===== config.mk =====
export PLATFORM = sky130hd
export DESIGN_NAME = parking_slot_alloc16
export DESIGN_NICKNAME = d
export VERILOG_FILES = /design/src/rtl/parking_slot_alloc16.sv
export SDC_FILE = /design/constraint.sdc
export NUM_CORES = 1
export LEC_CHECK = 0
export ABC_AREA = 1
export CAP_MARGIN = 20
export CORE_ASPECT_RATIO = 1.2
export CORE_MARGIN = 1
export CORE_UTILIZATION = 30
export DETAILED_ROUTE_END_ITERATION = 8
export GPL_ROUTABILITY_DRIVEN = 1
export HOLD_SLACK_MARGIN = 0.03
export PLACE_DENSITY = 0.54
export SKIP_LAST_GASP = 1
export SYNTH_ARGS = -nofsm -noshare
export SYNTH_HDL_FRONTEND = slang
export SYNTH_SLANG_ARGS = --single-unit

===== constraint.sdc =====
create_clock -name clk -period 6.2 [get_ports clk]
set_clock_uncertainty 0.05 [all_clocks]
set_input_delay 1.55 -clock clk [delete_from_list [all_inputs] [get_ports clk]]
set_output_delay 1.55 -clock clk [all_outputs]
set_load 0.01 [all_outputs]

===== src/rtl/parking_slot_alloc16.sv =====
// 16-slot parking allocator: grants the lowest free slot on entry, frees the named
// slot on exit, and holds the entry gate open for GATE_CYCLES cycles after a grant.
module parking_slot_alloc16 #(
  parameter int unsigned GATE_CYCLES = 4
) (
  input  logic        clk,
  input  logic        rst,
  input  logic        entry_req,
  input  logic        exit_req,
  input  logic [3:0]  exit_slot,
  output logic        entry_ack,
  output logic [3:0]  entry_slot,
  output logic        entry_reject,
  output logic        exit_ack,
  output logic        exit_err,
  output logic        gate_open,
  output logic [15:0] slots,
  output logic [4:0]  occupied_count,
  output logic        all_full,
  output logic        any_free
);

  typedef enum logic {IDLE, OPEN} state_t;

  localparam logic [7:0] GATE_LOAD = 8'(GATE_CYCLES);

  state_t      state_q, state_d;
  logic [7:0]  cnt_q, cnt_d;
  logic [15:0] slots_q, slots_d;
  logic [4:0]  count_q, count_d;
  logic [3:0]  entry_slot_q, entry_slot_d;
  logic        entry_ack_q, entry_ack_d;
  logic        entry_reject_q, entry_reject_d;
  logic        exit_ack_q, exit_ack_d;
  logic        exit_err_q, exit_err_d;
  logic        gate_open_q, gate_open_d;
  logic        all_full_q, any_free_q;
  logic        free_found;
  logic [3:0]  free_idx;

  // NOTE: every always_comb output is given a default first so no path infers a latch.
  always_comb begin
    state_d        = state_q;
    cnt_d          = cnt_q;
    slots_d        = slots_q;
    entry_slot_d   = entry_slot_q;
    entry_ack_d    = 1'b0;
    entry_reject_d = 1'b0;
    exit_ack_d     = 1'b0;
    exit_err_d     = 1'b0;
    free_found     = 1'b0;
    free_idx       = 4'd0;

    // Scan downward so the last hit left standing is the lowest free index.
    for (int i = 15; i >= 0; i--) begin
      if (!slots_q[i]) begin
        free_found = 1'b1;
        free_idx   = 4'(i);
      end
    end

    case (state_q)
      IDLE: begin
        if (entry_req) begin
          if (free_found) begin
            slots_d[free_idx] = 1'b1;
            entry_slot_d      = free_idx;
            entry_ack_d       = 1'b1;
            state_d           = OPEN;
            cnt_d             = GATE_LOAD;
          end else begin
            entry_reject_d = 1'b1;
          end
        end
      end
      OPEN: begin
        if (cnt_q == 8'd1) begin
          state_d = IDLE;
          cnt_d   = 8'd0;
        end else begin
          cnt_d = cnt_q - 8'd1;
        end
      end
      default: begin
        state_d = IDLE;
        cnt_d   = 8'd0;
      end
    endcase

    // Exit only touches an occupied bit and entry only a free one, so both can apply.
    if (exit_req) begin
      if (slots_q[exit_slot]) begin
        slots_d[exit_slot] = 1'b0;
        exit_ack_d         = 1'b1;
      end else begin
        exit_err_d = 1'b1;
      end
    end

    count_d = 5'd0;
    for (int i = 0; i < 16; i++) begin
      count_d = count_d + 5'(slots_d[i]);
    end

    gate_open_d = (state_d == OPEN);
  end

  // NOTE: state updates use non-blocking assignments so every register samples pre-edge values.
  always_ff @(posedge clk) begin
    if (rst) begin
      state_q        <= IDLE;
      cnt_q          <= 8'd0;
      slots_q        <= 16'd0;
      count_q        <= 5'd0;
      entry_slot_q   <= 4'd0;
      entry_ack_q    <= 1'b0;
      entry_reject_q <= 1'b0;
      exit_ack_q     <= 1'b0;
      exit_err_q     <= 1'b0;
      gate_open_q    <= 1'b0;
      all_full_q     <= 1'b0;
      any_free_q     <= 1'b1;
    end else begin
      state_q        <= state_d;
      cnt_q          <= cnt_d;
      slots_q        <= slots_d;
      count_q        <= count_d;
      entry_slot_q   <= entry_slot_d;
      entry_ack_q    <= entry_ack_d;
      entry_reject_q <= entry_reject_d;
      exit_ack_q     <= exit_ack_d;
      exit_err_q     <= exit_err_d;
      gate_open_q    <= gate_open_d;
      all_full_q     <= &slots_d;
      any_free_q     <= ~&slots_d;
    end
  end

  assign entry_ack      = entry_ack_q;
  assign entry_slot     = entry_slot_q;
  assign entry_reject   = entry_reject_q;
  assign exit_ack       = exit_ack_q;
  assign exit_err       = exit_err_q;
  assign gate_open      = gate_open_q;
  assign slots          = slots_q;
  assign occupied_count = count_q;
  assign all_full       = all_full_q;
  assign any_free       = any_free_q;

endmodule


Word level (Yosys, flattened, before mapping)
Index checks and enable logic that the tools add are counted.
{"block": "word_totals", "ff_bits": 40, "in_bits": 8, "out_inout_bits": 32}
{"block": "classes", "add_sub_neg": 16, "order_cmp": 4, "n_eq_ne": 3, "n_mux": 54, "n_bitwise": 6, "n_reduce_logical": 9}
{"operator": "$mux 16", "count": 5}
{"operator": "$mux 4", "count": 16}
{"operator": "$add 5x1->5", "count": 11}
{"operator": "$mux 1", "count": 25}
{"operator": "$mux 8", "count": 3}
{"operator": "$and 16x16->16", "count": 1}
{"operator": "$not 16->16", "count": 1}
{"operator": "$or 16x16->16", "count": 1}
{"operator": "$pmux 8 s2", "count": 1}
{"operator": "$reduce_and 16->1", "count": 1}
{"operator": "$lt 4x5->1 const B", "count": 2}
{"operator": "$demux 1 s4", "count": 2}
{"operator": "$eq 8x1->1 const B", "count": 1}
{"operator": "$ge 4x1->1 const B", "count": 2}
{"operator": "$sub 8x1->8 const B", "count": 1}
{"operator": "$add 4x1->5", "count": 1}
{"operator": "$add 3x1->4", "count": 1}
{"operator": "$bmux 1 s4", "count": 1}
{"operator": "$ne 2x2->1 const B", "count": 2}
{"operator": "$reduce_or 2->1", "count": 2}
{"operator": "$add 2x1->3", "count": 1}
{"operator": "$not 1->1", "count": 3}
{"operator": "$reduce_and 3->1", "count": 1}
{"operator": "$reduce_or 3->1", "count": 1}
{"operator": "5 further kinds", "count": 6}

Logic depth before layout (Yosys ltp)
Gate-level depths: netlist of the first run.
{"block": "depth", "word_depth": 42, "mapped_depth": 30}

Least setup slack after synthesis of the first run
Ideal clock, no wire load.
{"block": "synth_timing", "path_kind": "input to register", "start": "input exit_slot[0]", "end": "register count_q[3], in the netlist occupied_count[3]", "setup_ns": 0.070, "arrival_ns": 5.521, "slack_ns": 0.560, "path_stages": 24, "n_path_buf": 0, "path_cell_list": "nor2_1 -> inv_1 -> o22ai_1 -> nor2_1 -> o22ai_1 -> nor2_2 -> inv_2 -> nor2_1 -> inv_2 -> nor2_1 -> a21oi_1 -> inv_1 -> fa_1 -> inv_1 -> fa_1 -> fa_1 -> inv_1 -> fa_1 -> inv_1 -> ha_1 -> a21o_1 -> a21oi_1 -> o21ai_0 -> a21oi_1"}
{"block": "synth_via", "elab_chain_len": 23, "elab_cells_between_ends": 26}
{"element": "start, declared", "line_no": "10", "text": "input logic [3:0] exit_slot,"}
{"element": "$lt 4x5->1 (implied by the code) or $ge 4x1->1 (tied branches)", "line_no": "93", "text": "slots_d[exit_slot] = 1'b0;"}
{"element": "$logic_and 1x1->1 (implied by the code)", "line_no": "93"}
{"element": "$mux 1 (implied by the code)", "line_no": "93"}
{"element": "$demux 1 s4", "line_no": "93"}
{"element": "$not 16->16 (no line)"}
{"element": "$and 16x16->16 (no line)"}
{"element": "$mux 16 *", "line_no": "92", "text": "if (slots_q[exit_slot]) begin"}
{"element": "$mux 16 *", "line_no": "91", "text": "if (exit_req) begin"}
{"element": "$add 1x1->2", "line_no": "102", "text": "count_d = count_d + 5'(slots_d[i]);"}
{"element": "$add 2x1->3", "line_no": "102"}
{"element": "$add 3x1->4", "line_no": "102"}
{"element": "$add 4x1->5", "line_no": "102"}
{"element": "$add 5x1->5 (10 in series)", "line_no": "102"}
{"element": "$add 5x1->5 *", "line_no": "102"}
{"element": "end signal, assigned", "line_no": "127", "text": "count_q <= count_d;"}
{"element": "end, declared", "line_no": "30", "text": "logic [4:0] count_q, count_d;"}
Every way passes the cells marked *; elsewhere a longest branch is shown, timed or not. The select of a mux whose other input is x is not followed.
A chain may end at the register's enable or synchronous reset.

Worst setup path after layout of the first run
{"block": "layout_timing", "start": "input exit_slot[0]", "end": "register count_q[2], in the netlist occupied_count[2]"}
The elaborated chain is that of the path after synthesis.

==> results list, run 1 <==
- The flow ran to the end, and the final reports show no timing, DRC or antenna violations.
- Final-report hold violation count: 0
* Final net count: 460
- Required time of the critical path: between 6 and 7 ns
- The number of nets handed over by synthesis was 389.
- Entering global routing, the biggest net connects 29 pins.
* Area taken by multi-input logic gates: 1460 µm²
* Category of the worst setup path launch point: input port
- The final route contains roughly 2.5k vias.
* Worst Max-Slew Pin Slew: ~0.39 ns
- Post-layout util: around two fifths
* Max-cap violations: 0
* Antenna violations before repair: 0
* Fillers: ~850
* Vias per Instance: ~4.5
- STA classifies the critical path endpoint as a flip-flop.
* Clk_lat worst skew: ~0.30 ns
- Overall die height: a little over 100 µm
- Largest driver fanout on the critical path: 5
* Crit share post-route: a little over nine tenths
- Num ports: 40
* DRC violation count after routing: 0
* Layout Cells excl Fill: between 500 and 600
- In the final routed layout, each cell accounts on average for 13.0 µm.
- TritonCTS built the clock tree.
- Traced cell by cell, the critical path runs through clkdlybuf4s50_1 > inv_1 > nor2_2 > inv_2 > o22ai_1 > nor2_1 > o22ai_2 > nor2_4 > inv_2 > nor3_1 > buf_4 > a21oi_2 > inv_1 > fa_1 > fa_1 > inv_1 > fa_1 > fa_1 > ha_1 > inv_1 > fa_2 > o21ai_0 > a21oi_1.
* Number of max-slew violations in the final report: 0
* Placed cell count: around 540
- Power density over the cells: approximately 170 nW/µm²
- After synthesis, the mean cell area works out to ~7 µm².
- The floorplan has 36 rows.
- Registers take 801 µm².
- The floorplan step defined a core boundary enclosing about 8200 µm².
- Final hold slack: ~0.4 ns
- FF+latch count, synth: 40
- The worst register-to-register path has a depth of 29.
- In this run, distinct cell masters in the synthesized netlist total 36.
- The mapped netlist covers approximately 2500 µm².
* Setup violations, final: 0
- H-tree level count: 2
- Reg-to-reg setup timing slack: 1.34 ns
- Clock-pin slew was measured on the worst setup and hold paths at ~0.08 ns.
* Synth-to-layout area growth: 34.9%
* Clock Root Buffer: sky130_fd_sc_hd__clkbuf_8
* Count of mapped cells out of synthesis: 363
* Count of input and output buffers: 39
* Worst slack at placement: -0.213 ns
- DIE AREA: 8800 µm²
* Synth Warn #: 0
- Routability cong.: approximately 0.95
* TritonCTS Sinks: 40
- Maximum cell stage delay along the critical path: 0.53 ns
- Post-detailed-route count of antenna-violating nets: 0
- The setup path with the least slack is of type input port to flip-flop.
- Initial Util: 31.0%
- The worst path meets setup with 0.267 ns of slack.
- The clock passes through at most 2 buffers.
* HPWL reported at the end of detailed placement: approximately 5700 µm
- Detailed-routing iteration count for the pre-antenna-repair pass: 4
- Reg2Reg Launch Point: slots[14]
- Fraction of layout cells with a size suffix above 1: 19.3%
* Final-layout setup total negative slack: 0 ns
- The synthesized design spends more area on one cell type than any other, namely sky130_fd_sc_hd__dfxtp_1.
- Total wire length after detailed routing: 7150 µm
- At the worst endpoint, the arrival time is between 6 and 7 ns.
- Type of the most critical hold path: flip-flop to flip-flop
* Critical Path Sink: occupied_count[2]
- Post-synthesis sequential area ratio: between 30% and 40%
- Width of the chip: 85.8 µm
* Max_slew headroom: 73.9%
- Based on the critical path, the design can be clocked at up to about 0.17 GHz.
- The worst register-to-register path ends at occupied_count[3].
- The first global-routing pass estimated 12000 µm of wire.
- Ant. Diodes: 0
- Peak supply drop: about 0.064 mV
- P_leak: ~1.5 nW
- Vias in the first global route: around 2.5k
* Cells taking the most area after synthesis: sky130_fd_sc_hd__dfxtp_1 (32%), sky130_fd_sc_hd__inv_1 (11%), sky130_fd_sc_hd__nand2_1 (8.2%)
* Clock buffer count from CTS: 5
* Congestion Overflow GR: 0
- In this run, the number of DRC markers left after iteration 0 of detailed routing was around 110.
- The clock period could shrink to approximately 5.9 ns.
* Cell with the largest stage delay on the worst path: sky130_fd_sc_hd__fa_1
* Yosys top cell area share: 31.7%
* First element of the critical path: exit_slot[0]
- Global routing consumed, over all layers together, between 15 and 20% of the routing resources.
==> what timing repair did <==
action,in CTS,in global routing
hold buffers,0,0
hold endpoints to repair,0,0
endpoints found under the setup margin,0,4
buffers inserted,0,3
resized for setup,0,16
==> sequential cells by signal, indices dropped and copies added, names as in the netlist <==
register        flops
entry_slot          4
entry_reject        1
entry_ack           1
slots              16
all_full            1
cnt_q               8
occupied_count      5
exit_err            1
exit_ack            1
any_free            1
gate_open           1
==> how the worst min path moves through the flow <==
stage | from | cells after the start | slack (ns) | to
finish | cnt_q[5] | 1 | 0.40 | cnt_q[7]
global route | cnt_q[5] | 1 | 0.44 | cnt_q[7]
CTS | cnt_q[5] | 1 | 0.40 | cnt_q[7]
detailed placement | cnt_q[5] | 1 | 0.39 | cnt_q[7]
global placement | cnt_q[5] | 1 | 0.38 | cnt_q[7]
floorplan | cnt_q[5] | 1 | 0.37 | cnt_q[7]
==> layer usage <==
layer	vias to the layer above	global-route usage, %	routed length [µm]
met1	1132	20.8	3110
met3	20	3.20	264
met2	56	32.4	3510
met4	0	8.21	258
met5	-	0	0
li1	1284	-	-
==> layout make-up <==
| type | count | area share (%) |
|---|---|---|
| multi-input cells | 241 | 42.9 |
| flip-flops and latches | 40 | 23.5 |
| repair buffers | 69 | 18.1 |
| inverters | 77 | 8.48 |
| well taps | 114 | 4.18 |
| clock buffers | 6 | 2.42 |
| clock inverters | 2 | 0.440 |
==> per-stage QoR <==
stage          total power, W  instance area (µm²)
6_report             0.000585                 3410
5_1_grt              0.000622                 3410
4_1_cts              0.000591                 3340
3_5_place_dp         0.000395                 3240
3_3_place_gp         0.000394                 3240
2_1_floorplan        0.000349                 2530
==> Yosys cell counts <==
master,count
sky130_fd_sc_hd__nand3_2,1
sky130_fd_sc_hd__buf_4,1
sky130_fd_sc_hd__nand3_1,22
sky130_fd_sc_hd__nor2_4,2
sky130_fd_sc_hd__nand4_1,11
sky130_fd_sc_hd__buf_2,1
sky130_fd_sc_hd__a21o_1,1
sky130_fd_sc_hd__nor3_1,4
sky130_fd_sc_hd__nand3b_1,1
sky130_fd_sc_hd__o32ai_1,1
sky130_fd_sc_hd__a41o_1,1
sky130_fd_sc_hd__nand2_1,55
sky130_fd_sc_hd__o41ai_1,1
sky130_fd_sc_hd__clkbuf_1,3
sky130_fd_sc_hd__nand2_2,8
sky130_fd_sc_hd__nor3_2,1
sky130_fd_sc_hd__nor2_1,53
sky130_fd_sc_hd__a21oi_4,1
sky130_fd_sc_hd__or2_2,1
sky130_fd_sc_hd__o21ai_0,10
sky130_fd_sc_hd__nor2_2,7
sky130_fd_sc_hd__nand2_4,1
sky130_fd_sc_hd__inv_2,6
sky130_fd_sc_hd__a31oi_1,2
sky130_fd_sc_hd__ha_1,8
sky130_fd_sc_hd__a221oi_1,1
sky130_fd_sc_hd__dfxtp_1,40
sky130_fd_sc_hd__a21oi_2,4
sky130_fd_sc_hd__o21ai_1,2
sky130_fd_sc_hd__o22ai_1,10
sky130_fd_sc_hd__xor2_1,1
sky130_fd_sc_hd__inv_1,71
sky130_fd_sc_hd__fa_1,10
sky130_fd_sc_hd__a21oi_1,18
sky130_fd_sc_hd__and2_1,2
sky130_fd_sc_hd__or2_1,1
==> kinds of logic after synthesis <==
kind of cell | Yosys count | share of synthesized area, %
AO/OA/AOI/OAI | 52 | 12.7
XOR/XNOR | 1 | 0.347
adder cells (fa/ha/maj) | 18 | 11.9
buffers and inverters | 82 | 12.4
flip-flops | 40 | 31.7
AND/OR/NAND/NOR | 170 | 31.0
==> critical path, delay by kind of cell <==
family	cells	cell delay, ns
AOI/OAI and AO/OA	5	0.66
adders and majority gates	6	2.50
buffers and inverters	8	1.08
and+or+nand+nor	4	0.29
==> placed cells by master (no fill, tap or decap), types with 11 or more instances in the layout <==
master                            instances
sky130_fd_sc_hd__a21oi_1                 15
sky130_fd_sc_hd__inv_1                   70
sky130_fd_sc_hd__buf_4                   30
sky130_fd_sc_hd__nand4_1                 11
sky130_fd_sc_hd__nand3_1                 22
sky130_fd_sc_hd__clkdlybuf4s50_1         38
sky130_fd_sc_hd__nor2_1                  50
sky130_fd_sc_hd__dfxtp_1                 40
sky130_fd_sc_hd__nand2_1                 53
==> power by group <==
part           switching (W)  internal (W)  leakage, nW  total [W]
clock network       0.000100     0.0000902       0.0434   0.000190
registers         0.00000843      0.000267        0.325   0.000276
logic              0.0000661     0.0000529         1.08   0.000119
total               0.000175      0.000410         1.45   0.000585
(Power assumes the default switching activity.)
==> run 2, diff against run 1 <==
Clock period 6.2 ns to 7.4 ns, I/O delays scaled along.
==> run 2 against run 1 <==
Via count fell by 2.2%; critical path depth fell by 2; sequential power fell by 16%; clock power fell by 19%; design area fell by 8.0%; register-to-register slack improved by 0.89 ns; non-clock buffer count fell by 29; flip-flop and latch count did not move; routed wire length barely moved; combinational power fell by 29%; critical path type unchanged.
==> results list, run 2 (synthesized netlist as in run 1, its figures left out) <==
- Clock-pin transition on the worst setup and hold timing paths: 0.08 ns (about the same)
- Clock buffer count from CTS: 5 (unchanged)
- Maximum operating frequency: 0.151 GHz
- The total length of routed wires was 7150 µm (about the same).
* Sum of internal, switching and leakage power: 0.000469 W (-20%)
* Setup violations, final: 0 (unchanged)
- Worst Max-Slew Pin Slew: 0.459 ns (+0.0672 ns)
* DIE AREA: 8800 µm² (unchanged)
- Layout Cells excl Fill: 520 (-5.3%)
- Max reg flops: 16 (unchanged)
- The fraction of met3 tracks used by global routing is 3.60% (+0.40 points).
* Vias per Instance: 4.69 (+3.3%)
* Worst Hold Launch: cnt_q[5]
- Site row count: 36 (unchanged)
- The number of top-level pins was 40 (unchanged).
* Vias in the first global route: 2504 (+0.16%)
- Relative to the synthesized area, the layout overhead comes to 24.1%.
- The final hold violation count came to 0 (unchanged).
- STA classifies the critical path startpoint as an input port.
* Congestion Overflow GR: 0 (unchanged)
- H-tree level count: 2 (unchanged)
- The global-route usage over all layers is 17.8% (-0.16 points).
- The total placed cells including tap cells came to 512 (-4.8%).
- Of the available clock period, the critical path in the final layout requires approximately nine tenths.
* Wire length per cell after detailed routing: 13.7 µm (+5.6%)
* Detailed-routing iteration count for the pre-antenna-repair pass: 4 (unchanged)
- The relative slew slack was 69.4% (-4.5 points).
* Setup Fix Bufs, Post-CTS: 0 (unchanged)
- The flow ran to the end, and the final reports show no timing, DRC or antenna violations.
- Final hold slack: 0.400 ns (+0.000591 ns)
* CTS tree: built
* Overall die height: 103 µm (unchanged)
- DRC violation count after routing: 0 (unchanged)
* Required time of the critical path: 7.54 ns (+1.19 ns)
- Grt met2 use: 32.6% (+0.25 points)
- Peak supply drop: 0.0565 mV (-11%)
* Clock share of power: 32.5% (about the same)
- The min-delay analysis places its worst path in the category flip-flop to flip-flop.
* HPWL reported at the end of detailed placement: 5710 µm (+1.1%)
- After layout, the minimum clock period comes to about 6.6 ns.
* Max-cap violations: 0 (unchanged)
* Portion of total power attributed to sequential cells: 49.3% (+2.2 points)
* Post-detailed-route count of antenna-violating nets: 0 (unchanged)
- The quantity of hold-fixing buffers added after cts is 0 (unchanged).
- Top library cells by usage in the layout, fill and taps aside: sky130_fd_sc_hd__inv_1 (71), sky130_fd_sc_hd__nand2_1 (55), sky130_fd_sc_hd__nor2_1 (53)
* Count of input and output buffers: 39 (unchanged)
- P_sw: 0.000137 W (-22%)
* Post-layout util: 38.5% (-3.3 points)
* Maximum number of pins on one net before global-route repair: 29 (unchanged)
* Clk_lat worst skew: 0.30 ns (about the same)
- In this run the worst setup path begins at exit_slot[0].
- The root buffer cell chosen for the clock tree is sky130_fd_sc_hd__clkbuf_8.
* Fraction of layout cells with a size suffix above 1: 10.1% (-9.2 points)
- Internal power summed over all cells: 0.000332 W (-19%)
- The net total in the final layout came to 431 (-6.3%).
* End of the worst register-to-register path: occupied_count[3]
- Setup repair after global routing missed its margin: false
- Antenna violations before repair: 0 (unchanged)
* Relative contribution of combinational cells to total power: 18.1% (-2.2 points)
* Most congested layer reported by global routing: met2
- The number of diodes added for antenna fixing is 0 (unchanged).
* Worst R2R Path Depth: 23 (-21%)
- Met1 Resource Use GR: 19.7% (-1.1 points)
- The via count of the routed design is 2438 (-2.2%).
* Reg-to-reg setup timing slack: 2.23 ns (+0.89 ns)
* Kind of capture point of the worst setup path: flip-flop
- Buffers from clock root to sink, at most: 2 (unchanged)
- Power density over the cells: 150 nW/µm² (-13%)
- The sink count of the clock tree was 40 (unchanged).
* Critical Path Sink: occupied_count[2]
- In this run the critical register-to-register path is launched from slots[2].
- Final-layout setup total negative slack: 0 ns (unchanged)
* P_leak: 1.31 nW (-10%)
* Most common cell after layout, fill and taps aside: sky130_fd_sc_hd__inv_1
- Type of the setup path with the least slack: input port to flip-flop
* Initial Util: 31.0% (unchanged)
- Largest driver fanout on the critical path: 8 (+3)
- First-pass GRT wire length: 11900 µm (-0.63%)
- Number of max-slew violations in the final report: 0 (unchanged)
* Arrival time reported for the critical path endpoint: 6.78 ns (+0.70 ns)
* Switching part of the total: 29.2% (-0.69 points)
- Routability cong.: 0.978 (+3.2%)
- Core area: 8150 µm² (unchanged)
* CTS resizes: 0 (unchanged)
- The horizontal die dimension was 85.8 µm (unchanged).
- The number of violations reported at the end of detailed-routing iteration 0 is 112 (+0.90%).
==> run 2: cell count changes in the layout (fill, tap and decap cells not counted), moves of 2 or more <==
| cell | change |
|---|---|
| sky130_fd_sc_hd__buf_4 | -29 |
| sky130_fd_sc_hd__a21oi_1 | +3 |
| sky130_fd_sc_hd__a21oi_2 | -3 |
| sky130_fd_sc_hd__nor2_1 | +3 |
| sky130_fd_sc_hd__clkinv_2 | +2 |
| sky130_fd_sc_hd__clkinvlp_4 | -2 |
| sky130_fd_sc_hd__fa_1 | +2 |
| sky130_fd_sc_hd__fa_2 | -2 |
| sky130_fd_sc_hd__nand2_1 | +2 |
| sky130_fd_sc_hd__nand2_2 | -2 |
| sky130_fd_sc_hd__nor2_2 | -2 |
| sky130_fd_sc_hd__o21ai_1 | +2 |
| sky130_fd_sc_hd__o21ai_2 | -2 |
==> run 2: stage by stage <==
stage,worst slack (ns),cell area [µm²]
2_1_floorplan,1.46,2530
3_3_place_gp,0.460,3040
3_5_place_dp,0.447,3040
4_1_cts,0.745,3140
5_1_grt,0.444,3140
6_report,0.758,3140
==> run 2: worst max-delay path, stage by stage <==
cell                              delay [ns]
sky130_fd_sc_hd__clkdlybuf4s50_1        0.49
sky130_fd_sc_hd__inv_1                  0.06
sky130_fd_sc_hd__nand2_1                0.18
sky130_fd_sc_hd__o22ai_1                0.10
sky130_fd_sc_hd__o21ai_0                0.19
sky130_fd_sc_hd__nand2_1                0.10
sky130_fd_sc_hd__nor2_2                 0.29
sky130_fd_sc_hd__inv_2                  0.11
sky130_fd_sc_hd__nor2_1                 0.18
sky130_fd_sc_hd__inv_2                  0.07
sky130_fd_sc_hd__o21ai_1                0.33
sky130_fd_sc_hd__fa_1                   0.48
sky130_fd_sc_hd__inv_1                  0.09
sky130_fd_sc_hd__fa_1                   0.41
sky130_fd_sc_hd__fa_1                   0.51
sky130_fd_sc_hd__fa_1                   0.49
sky130_fd_sc_hd__ha_1                   0.17
sky130_fd_sc_hd__inv_1                  0.06
sky130_fd_sc_hd__fa_1                   0.39
sky130_fd_sc_hd__o21ai_0                0.17
sky130_fd_sc_hd__a21oi_1                0.05
==> run 2: worst min-delay path by stage <==
stage | cells after the start | endpoint | slack (ns)
after floorplan | 1 | cnt_q[7] | 0.37
after global placement | 1 | cnt_q[7] | 0.38
after detailed placement | 1 | cnt_q[7] | 0.39
after CTS | 1 | cnt_q[7] | 0.40
after global routing | 1 | cnt_q[7] | 0.43
final | 1 | cnt_q[7] | 0.40
==> run 2: layer usage <==
metal | vias to the layer above | part of all wire [%]
met5 | - | 0
met4 | 0 | 3.6
met3 | 21 | 5.0
met2 | 74 | 50
met1 | 1114 | 41
li1 | 1229 | -
==> run 2: final cells by class <==
cell class	instances	area, µm²
tap	114	143
timing repair buffer	40	398
multi-input combinational	241	1410
clock buffer	6	82.6
inverter	77	289
fill	920	5020
clock inverter	2	10.0
sequential	40	801
==> run 2: power groups by stage <==
| stage | clock [W] | sequential (W) | combinational, W |
|---|---|---|---|
| floorplan | 0 | 0.000236 | 0.0000562 |
| global placement | 0 | 0.000237 | 0.0000849 |
| detailed placement | 0 | 0.000237 | 0.0000854 |
| CTS | 0.000158 | 0.000232 | 0.0000857 |
| global route | 0.000170 | 0.000233 | 0.0000962 |
| finish | 0.000153 | 0.000231 | 0.0000849 |
